## config.mk

```make
export PLATFORM = sky130hd
export DESIGN_NAME = uart_pkt_parser
export DESIGN_NICKNAME = d
export VERILOG_FILES = /design/src/rtl/uart_alu_pkg.sv /design/src/rtl/uart_pkt_timer.sv /design/src/rtl/uart_pkt_parser.sv
export SDC_FILE = /design/constraint.sdc
export NUM_CORES = 1
export LEC_CHECK = 0
export ABC_AREA = 1
export BUFFER_PORTS_ARGS = -buffer_cell sky130_fd_sc_hd__buf_4
export CAP_MARGIN = 20
export CORE_MARGIN = 3
export CORE_UTILIZATION = 30
export DETAILED_ROUTE_END_ITERATION = 8
export PLACE_DENSITY = 0.55
export SLEW_MARGIN = 10
export SYNTH_ARGS = -nofsm -noshare
export SYNTH_HDL_FRONTEND = slang
export SYNTH_HIERARCHICAL = 1
export SYNTH_SLANG_ARGS = --single-unit
```

## constraint.sdc

```tcl
create_clock -name clk_i -period 3 [get_ports clk_i]
set_input_delay 0.45 -clock clk_i [delete_from_list [all_inputs] [get_ports clk_i]]
set_output_delay 0.45 -clock clk_i [all_outputs]
set_load 0.05 [all_outputs]
```

## src/rtl/uart_alu_pkg.sv

```systemverilog
// uart_alu_pkg: opcodes, header length and FSM state encoding shared by the
// UART packet parser and its optional inactivity timer.
package uart_alu_pkg;

    localparam logic [7:0] OP_ECHO = 8'hEC;
    localparam logic [7:0] OP_ADD  = 8'h10;
    localparam logic [7:0] OP_MUL  = 8'h11;
    localparam logic [7:0] OP_DIV  = 8'h12;

    // Header bytes: opcode, reserved, length LSB, length MSB.
    localparam int HDR_LEN = 4;

    typedef enum logic [2:0] {
        IDLE    = 3'd0,
        RSVD    = 3'd1,
        LEN_LO  = 3'd2,
        LEN_HI  = 3'd3,
        PAYLOAD = 3'd4,
        DROP    = 3'd5
    } state_t;

    // True for the opcodes the downstream ALU understands.
    function automatic logic is_supported_op(input logic [7:0] op);
        logic ok_s;
        case (op)
            OP_ECHO, OP_ADD, OP_MUL, OP_DIV: ok_s = 1'b1;
            default:                         ok_s = 1'b0;
        endcase
        return ok_s;
    endfunction

endpackage

```

## src/rtl/uart_pkt_timer.sv

```systemverilog
// uart_pkt_timer: counts consecutive cycles without an accepted input byte
// while a packet is open; flags expiry after TIMEOUT_CYCLES such cycles.
// Only instantiated when UART_PKT_TIMEOUT_EN is defined.
module uart_pkt_timer
#(
    parameter int TIMEOUT_CYCLES = 100000
) (
    input  logic clk_i,
    input  logic reset_i,
    input  logic active,
    input  logic kick,
    output logic expired
);

    localparam int            CW    = $clog2(TIMEOUT_CYCLES + 1);
    localparam logic [CW-1:0] LIMIT = CW'(TIMEOUT_CYCLES);
    localparam logic [CW-1:0] ONE   = CW'(1);

    logic [CW-1:0] count_r;

    // Expiry is decoded from the registered count, restarting on any byte.
    assign expired = active && (count_r == LIMIT);

    // Idle-cycle counter: cleared outside a packet, on a byte, or on expiry.
    always_ff @(posedge clk_i or posedge reset_i) begin
        if (reset_i) begin
            count_r <= '0;
        end else if (!active || kick || expired) begin
            count_r <= '0;
        end else begin
            count_r <= count_r + ONE;
        end
    end

endmodule

```

## src/rtl/uart_pkt_parser.sv

```systemverilog
// uart_pkt_parser: splits a UART byte stream into 4-byte headers
// (opcode, reserved, len LSB, len MSB) and forwards payload bytes through a
// one-entry output register. Unsupported opcodes have their payload dropped.
// Optional feature: define UART_PKT_TIMEOUT_EN to abort stalled packets
// after TIMEOUT_CYCLES idle cycles.
module uart_pkt_parser
    import uart_alu_pkg::*;
#(
    parameter int TIMEOUT_CYCLES = 100000,
    parameter int MIN_LEN        = HDR_LEN
) (
    input  logic        clk_i,
    input  logic        reset_i,
    input  logic [7:0]  s_axis_tdata,
    input  logic        s_axis_tvalid,
    output logic        s_axis_tready,
    output logic [7:0]  m_axis_tdata,
    output logic        m_axis_tvalid,
    input  logic        m_axis_tready,
    output logic        m_axis_tlast,
    output logic        hdr_valid_o,
    output logic [7:0]  opcode_o,
    output logic [15:0] paylen_o,
    output logic        err_o
);

    localparam logic [15:0] MIN_LEN_W = 16'(MIN_LEN);

    state_t      state_r;
    logic        rdy_en_r;
    logic [7:0]  hdr_op_r;
    logic [7:0]  len_lo_r;
    logic [15:0] cnt_r;

    logic        out_free_s;
    logic        in_hs_s;
    logic        op_ok_s;
    logic        timeout_s;
    logic [15:0] len_s;
    logic [15:0] paylen_s;

    // Input ready: always open outside PAYLOAD; in PAYLOAD only when the output register can take a byte.
    always_comb begin
        out_free_s = !m_axis_tvalid || m_axis_tready;
        if (!rdy_en_r) begin
            s_axis_tready = 1'b0;
        end else if (state_r == PAYLOAD) begin
            s_axis_tready = out_free_s;
        end else begin
            s_axis_tready = 1'b1;
        end
    end

    // Header decode of the byte currently on the input.
    always_comb begin
        in_hs_s  = s_axis_tvalid && s_axis_tready;
        len_s    = {s_axis_tdata, len_lo_r};
        paylen_s = len_s - MIN_LEN_W;
        op_ok_s  = is_supported_op(hdr_op_r);
    end

`ifdef UART_PKT_TIMEOUT_EN
    uart_pkt_timer #(
        .TIMEOUT_CYCLES(TIMEOUT_CYCLES)
    ) u_timer (
        .clk_i   (clk_i),
        .reset_i (reset_i),
        .active  (state_r != IDLE),
        .kick    (in_hs_s),
        .expired (timeout_s)
    );
`else
    // Timeout disabled: a partial packet waits indefinitely; parameter kept for a uniform interface.
    logic [31:0] unused_timeout_cycles_s;
    assign unused_timeout_cycles_s = TIMEOUT_CYCLES;
    assign timeout_s               = 1'b0;
`endif

    // Packet FSM with registered payload output and status pulses.
    always_ff @(posedge clk_i or posedge reset_i) begin
        if (reset_i) begin
            state_r       <= IDLE;
            rdy_en_r      <= 1'b0;
            hdr_op_r      <= 8'h00;
            len_lo_r      <= 8'h00;
            cnt_r         <= 16'h0000;
            m_axis_tdata  <= 8'h00;
            m_axis_tvalid <= 1'b0;
            m_axis_tlast  <= 1'b0;
            hdr_valid_o   <= 1'b0;
            opcode_o      <= 8'h00;
            paylen_o      <= 16'h0000;
            err_o         <= 1'b0;
        end else begin
            rdy_en_r    <= 1'b1;
            hdr_valid_o <= 1'b0;
            err_o       <= 1'b0;
            if (m_axis_tvalid && m_axis_tready) begin
                m_axis_tvalid <= 1'b0;
            end
            if (timeout_s) begin
                state_r       <= IDLE;
                err_o         <= 1'b1;
                m_axis_tvalid <= 1'b0;
            end else if (in_hs_s) begin
                case (state_r)
                    IDLE: begin
                        hdr_op_r <= s_axis_tdata;
                        state_r  <= RSVD;
                    end
                    RSVD: begin
                        state_r <= LEN_LO;
                    end
                    LEN_LO: begin
                        len_lo_r <= s_axis_tdata;
                        state_r  <= LEN_HI;
                    end
                    LEN_HI: begin
                        if (len_s < MIN_LEN_W) begin
                            err_o   <= 1'b1;
                            state_r <= IDLE;
                        end else if (!op_ok_s) begin
                            err_o <= 1'b1;
                            cnt_r <= paylen_s;
                            state_r <= (paylen_s != 16'h0000) ? DROP : IDLE;
                        end else begin
                            hdr_valid_o <= 1'b1;
                            opcode_o    <= hdr_op_r;
                            paylen_o    <= paylen_s;
                            cnt_r       <= paylen_s;
                            state_r     <= (paylen_s != 16'h0000) ? PAYLOAD : IDLE;
                        end
                    end
                    PAYLOAD: begin
                        m_axis_tdata  <= s_axis_tdata;
                        m_axis_tvalid <= 1'b1;
                        m_axis_tlast  <= (cnt_r == 16'h0001);
                        cnt_r         <= cnt_r - 16'h0001;
                        if (cnt_r == 16'h0001) begin
                            state_r <= IDLE;
                        end
                    end
                    DROP: begin
                        cnt_r <= cnt_r - 16'h0001;
                        if (cnt_r == 16'h0001) begin
                            state_r <= IDLE;
                        end
                    end
                    default: begin
                        state_r <= IDLE;
                    end
                endcase
            end
        end
    end

endmodule

```

[After elaboration in Yosys (flattened, before gate mapping)]
Index checks and enable logic that the tools add are counted.
Operators by class
  muxes and demuxes: 22
  add/sub/neg operators: 2
  bitwise gates (word level): 1
  equality and inequality tests: 12
  reductions and logical operators: 15
  $lt $le $gt $ge: 1
Operators with widths (count)
  $pmux 16 s2: 1
  $eq 8x5->1 const B: 3
  $eq 16x1->1 const B: 1
  $lt 16x3->1 const B: 1
  $mux 16: 1
  $reduce_bool 16->1: 1
  $sub 16x1->16 const B: 1
  $sub 16x3->16 const B: 1
  $mux 3: 5
  $pmux 3 s5: 1
  $mux 1: 14
  $eq 8x8->1 const B: 1
  $reduce_and 2->1: 4
  $eq 3x2->1 const B: 2
  $eq 3x3->1 const B: 2
  $reduce_and 4->1: 1
  $reduce_or 4->1: 1
  $eq 3x1->1 const B: 1
  $logic_not 3->1: 1
  $reduce_and 3->1: 1
  $logic_and 1x1->1: 2
  $ne 2x1->1 const B: 1
  $ne 2x2->1 const B: 1
  $reduce_bool 2->1: 1
  4 further kinds: 4
Storage, ports and cells
  input port bits: 12
  logic and storage cells: 65
  register bits: 72

[Logic depth before layout (Yosys ltp)]
  depth in word-level cells: 7
  mapped depth: 15
  gate-level depth less buffers: 15

[Worst setup path after synthesis]
OpenSTA, ideal clock, no wires.
  path kind: reg2reg
  start point: register m_axis_tvalid
  end point: register paylen_o[2]
  period minus slack after synthesis: 2030 ps
  stages on the path, launching flop included: 12
  setup slack: 970 ps
  arrival: 1907 ps
  path buffers: 1
  path through: dfrtp_1 inv_1 nor2_1 a21boi_4 nand2_2 inv_2 nand2_1 nor2_4 inv_2 buf_2 nand2_1 o21ai_1
On the way
  word-level cells in the longest chain between the ends: 6
RTL lines
  from (decl): line uart_pkt_parser.sv:18  | output logic m_axis_tvalid,
  from (signal assigned): line uart_pkt_parser.sv:88  | m_axis_tvalid <= 1'b0;
  from (signal assigned): line uart_pkt_parser.sv:99  | m_axis_tvalid <= 1'b0;
  from (signal assigned): line uart_pkt_parser.sv:104  | m_axis_tvalid <= 1'b0;
  $logic_not 1->1: line uart_pkt_parser.sv:44  | out_free_s = !m_axis_tvalid || m_axis_tready;
  $logic_or 1x1->1: line uart_pkt_parser.sv:44
  $mux 1: line uart_pkt_parser.sv:47  | end else if (state_r == PAYLOAD) begin
  $mux 1: line uart_pkt_parser.sv:45  | if (!rdy_en_r) begin
  net s_axis_tready: line uart_pkt_parser.sv:16  | output logic s_axis_tready,
  $logic_and 1x1->1: line uart_pkt_parser.sv:56  | in_hs_s = s_axis_tvalid && s_axis_tready;
  $reduce_and 4->1 (no line)
  to (signal assigned): line uart_pkt_parser.sv:129  | paylen_o <= paylen_s;
  to (decl): line uart_pkt_parser.sv:23  | output logic [15:0] paylen_o,
The timed path passes the listed nets, and every way through them passes these cells.
A chain may end at the register's enable or synchronous reset.

[Worst setup path in the final report]
  start point: register len_lo_r[2]
  end point: register paylen_o[11]
On the way
  word-level cells in the longest chain between the ends: 3
  elaborated cells between the ends (all ways): 4
  those cells by class: add/sub (1); order compare (1); bitwise (1); reduce/logical (1)
RTL lines
  from (decl): line uart_pkt_parser.sv:32  | logic [7:0] len_lo_r;
  from (signal assigned): line uart_pkt_parser.sv:115  | len_lo_r <= s_axis_tdata;
  $lt 16x3->1: line uart_pkt_parser.sv:119  | if (len_s < MIN_LEN_W) begin
  $not 1->1 (no line)
  $reduce_and 4->1 (no line)
Parallel ways exist; a longest one is shown, timed or not.

==> results.sh <==
export IMPL_status="complete, no violations"
export IMPL_syn_inst=469
export IMPL_postSynthAreaPerCell_um2=7.77
export IMPL_path_class="flop to flop"
export IMPL_ys_warn_count=6
export IMPL_startpoint_type="flop"
export IMPL_rsz0062_at_grt="no"
export IMPL_post_route_period_util=0.780
export IMPL_syn_nets=485
export IMPL_tightest_slew_ns=0.602
export IMPL_rows=39
export IMPL_grt_pass1_wl_um=15900
export IMPL_critPathTopFamily="simple AND/OR/NAND/NOR gates"
export IMPL_timing_hold_violations_final=0
export IMPL_period_needed_ns=2.34
export IMPL_path_max_fanout=32
export IMPL_grt_max_degree=73
export IMPL_wl_per_cell_um=14.6
export IMPL_placed_area_um2=4150
export IMPL_yosysUniqueCellTypes=32
export IMPL_cts_root_buffer="clkbuf_16"
export IMPL_end_kind="flop"
export IMPL_clock_sinks=72
export IMPL_netlist_area_um2=3650
export IMPL_vias=3281
export IMPL_worstSkewPairLatency_ns=0.34
export IMPL_fmax_mhz=427
export IMPL_crit_slowest_cell="dfrtp_1"
export IMPL_core_area_um2=11700
export IMPL_final_util=0.379
export IMPL_initial_utilization=0.313
export IMPL_finalSetupViolCount=0
export IMPL_firstDrtPassIters=5
export IMPL_hpwlAfterDp_um=7250
export IMPL_cap_violations=0
export IMPL_crit_path_cell_trace="inv_1 -> ha_1 -> nand2_1 -> nor2_2 -> nand4_1 -> inv_1 -> nor2_1 -> inv_1 -> nor2_4 -> inv_2 -> nand2_1 -> o21ai_1"
export IMPL_cts_tree="done"
export IMPL_cts_resized=0
export IMPL_grt_overflow=0
export IMPL_clk_pin_slew_ns=0.06
export IMPL_final_setup_skew_ns=0.00709
export IMPL_relSlewSlack=0.597
export IMPL_holdBufCountCts=0
export IMPL_cp_required_ns=3.26
export IMPL_die_h_um=116
export IMPL_drc=0
export IMPL_ioPinCount=49
export IMPL_max_stage_delay_ns=0.43
export IMPL_grt_antenna_before_repair=0
export IMPL_whs_ns=0.199
export IMPL_synth_seq_area_share=0.494
export IMPL_numCtsBuffers=9
export IMPL_worstPathArrival_ns=2.60
export IMPL_slew_violations=0
export IMPL_cts_htree_levels=3
export IMPL_via_per_inst=4.92
export IMPL_design_area_um2=4420
export IMPL_diodes=0
export IMPL_peakVddDrop_mv=0.502
export IMPL_nets=535
export IMPL_cts_setup_buffers=0
export IMPL_die_x_um=116
export IMPL_area_growth_pct=21.2
export IMPL_min_path_type="input pin to asynchronous set/reset pin"
export IMPL_drive_above_1_share=0.158
export IMPL_ant_nets=0
export IMPL_place_congestion=0.906
export IMPL_numPortBuffers=48
export IMPL_grt_pass1_vias=3007
export IMPL_drt_iter0_markers=257
export IMPL_die_area_um2=13500
export IMPL_cpMostUsedCell="inv_1"
export IMPL_wl_um=9760
export IMPL_cts_buffer_depth=2
export IMPL_grt_total_usage=0.153
export IMPL_fin_setup_tns_ns=0
export IMPL_fillCellCount=1214
export IMPL_synth_seq_cells=72
export IMPL_crit_buf_inv=4
export IMPL_power_leakage_nw=2.19
export IMPL_powerDensity_nw_per_um2=968
==> worst min-delay path: stages <==
cell	delay (ns)
buf_4	0.11
inv_2	0.06
buf_12	0.33
==> final timing paths <==
check | slack (ns) | end | start | depth (start not counted)
setup / recovery | 0.66 | paylen_o[11]$_DFFE_PP0P_ | len_lo_r[2]$_DFFE_PP0P_ | 12
hold / removal | 0.20 | opcode_o[0]$_DFFE_PP0P_ | reset_i | 3
setup reg to reg | 0.66 | paylen_o[11]$_DFFE_PP0P_ | len_lo_r[2]$_DFFE_PP0P_ | 12
hold reg to reg | 0.47 | cnt_r[13]$_DFFE_PP0P_ | cnt_r[13]$_DFFE_PP0P_ | 2
max in group asynchronous | 2.48 | len_lo_r[4]$_DFFE_PP0P_ | reset_i | 3
min in group clk_i | 0.32 | m_axis_tvalid$_DFF_PP0_ | m_axis_tready | 2
==> logic make-up after synthesis <==
kind of cell,after synthesis,share of synthesized area
XOR/XNOR,2,0.00481
multiplexers,2,0.00618
AO/OA/AOI/OAI,90,0.139
flip-flops,72,0.494
AND/OR/NAND/NOR,220,0.252
adder cells (fa/ha/maj),4,0.0137
buffers and inverters,78,0.0896
other,1,0.00103
==> layer usage <==
metal  part of all wire  wire [um]  GRT usage
met5                  0          0          0
met4              0.015        143     0.0495
met3              0.066        641     0.0383
met2               0.44       4320      0.222
met1               0.48       4660      0.224
==> synth_stat cells (all sizes together) <==
library cell,number,area (um^2)
inv,64,240
nor3,10,61.3
o31ai,1,7.51
nand3,20,100
dfrtp,72,1800
clkinv,1,3.75
buf,10,71.3
nand4,7,43.8
xor2,2,17.5
ha,4,50.1
a21boi,1,18.8
o221ai,1,8.76
a41oi,1,8.76
a31oi,7,43.8
o21ai,60,300
o211ai,6,45.0
mux2,2,22.5
a21oi,9,48.8
conb,1,3.75
o22ai,4,25.0
nor2,47,196
nand2,136,515
clkbuf,3,11.3
==> state kept, by name, summed over array words and instances (netlist names), 3 cells and up <==
signal        count
cnt_r            16
len_lo_r          8
m_axis_tdata      8
hdr_op_r          8
state_r           3
paylen_o         16
opcode_o          8
==> power by group <==
group / switching (mW) / total (mW) / internal [mW]
Combinational: 1.21 / 1.73 / 0.520
Clock: 0.430 / 0.988 / 0.559
Sequential: 0.243 / 1.56 / 1.31
Total: 1.88 / 4.27 / 2.39
==> cell usage in the layout, fill, tap and decap left out, types with 2 or more instances in the layout <==
cell type / instances
a21oi_1: 8
mux2_2: 2
nand2_1: 134
o211ai_1: 6
clkinvlp_4: 2
clkinv_2: 3
inv_2: 4
nor2_4: 2
nor2_2: 2
o22ai_1: 4
nand4_1: 7
ha_1: 4
clkbuf_16: 9
o21ai_1: 14
buf_4: 51
dfrtp_1: 72
nand2_2: 2
a31oi_1: 7
nor2_1: 43
inv_1: 60
nand3_1: 20
xor2_1: 2
o21ai_0: 46
nor3_1: 9
==> per-stage QoR <==
stage / power (mW) / instances / worst slack [ns]
detailed placement: 3.30 / 651 / 0.712
global placement: 3.28 / 651 / 0.586
finish: 4.27 / 667 / 0.660
floorplan: 2.78 / 469 / 0.725
CTS: 4.31 / 667 / 0.679
global route: 4.59 / 667 / 0.365
==> final cells by class <==
class,count,area (um^2),share of cell area
clock buffers,9,225,0.0510
clock inverters,7,47.5,0.0108
inverters,65,244,0.0552
multi-input cells,319,1520,0.344
flip-flops and latches,72,1800,0.408
well taps,143,179,0.0405
repair buffers,52,403,0.0912
(Power assumes the default switching activity.)
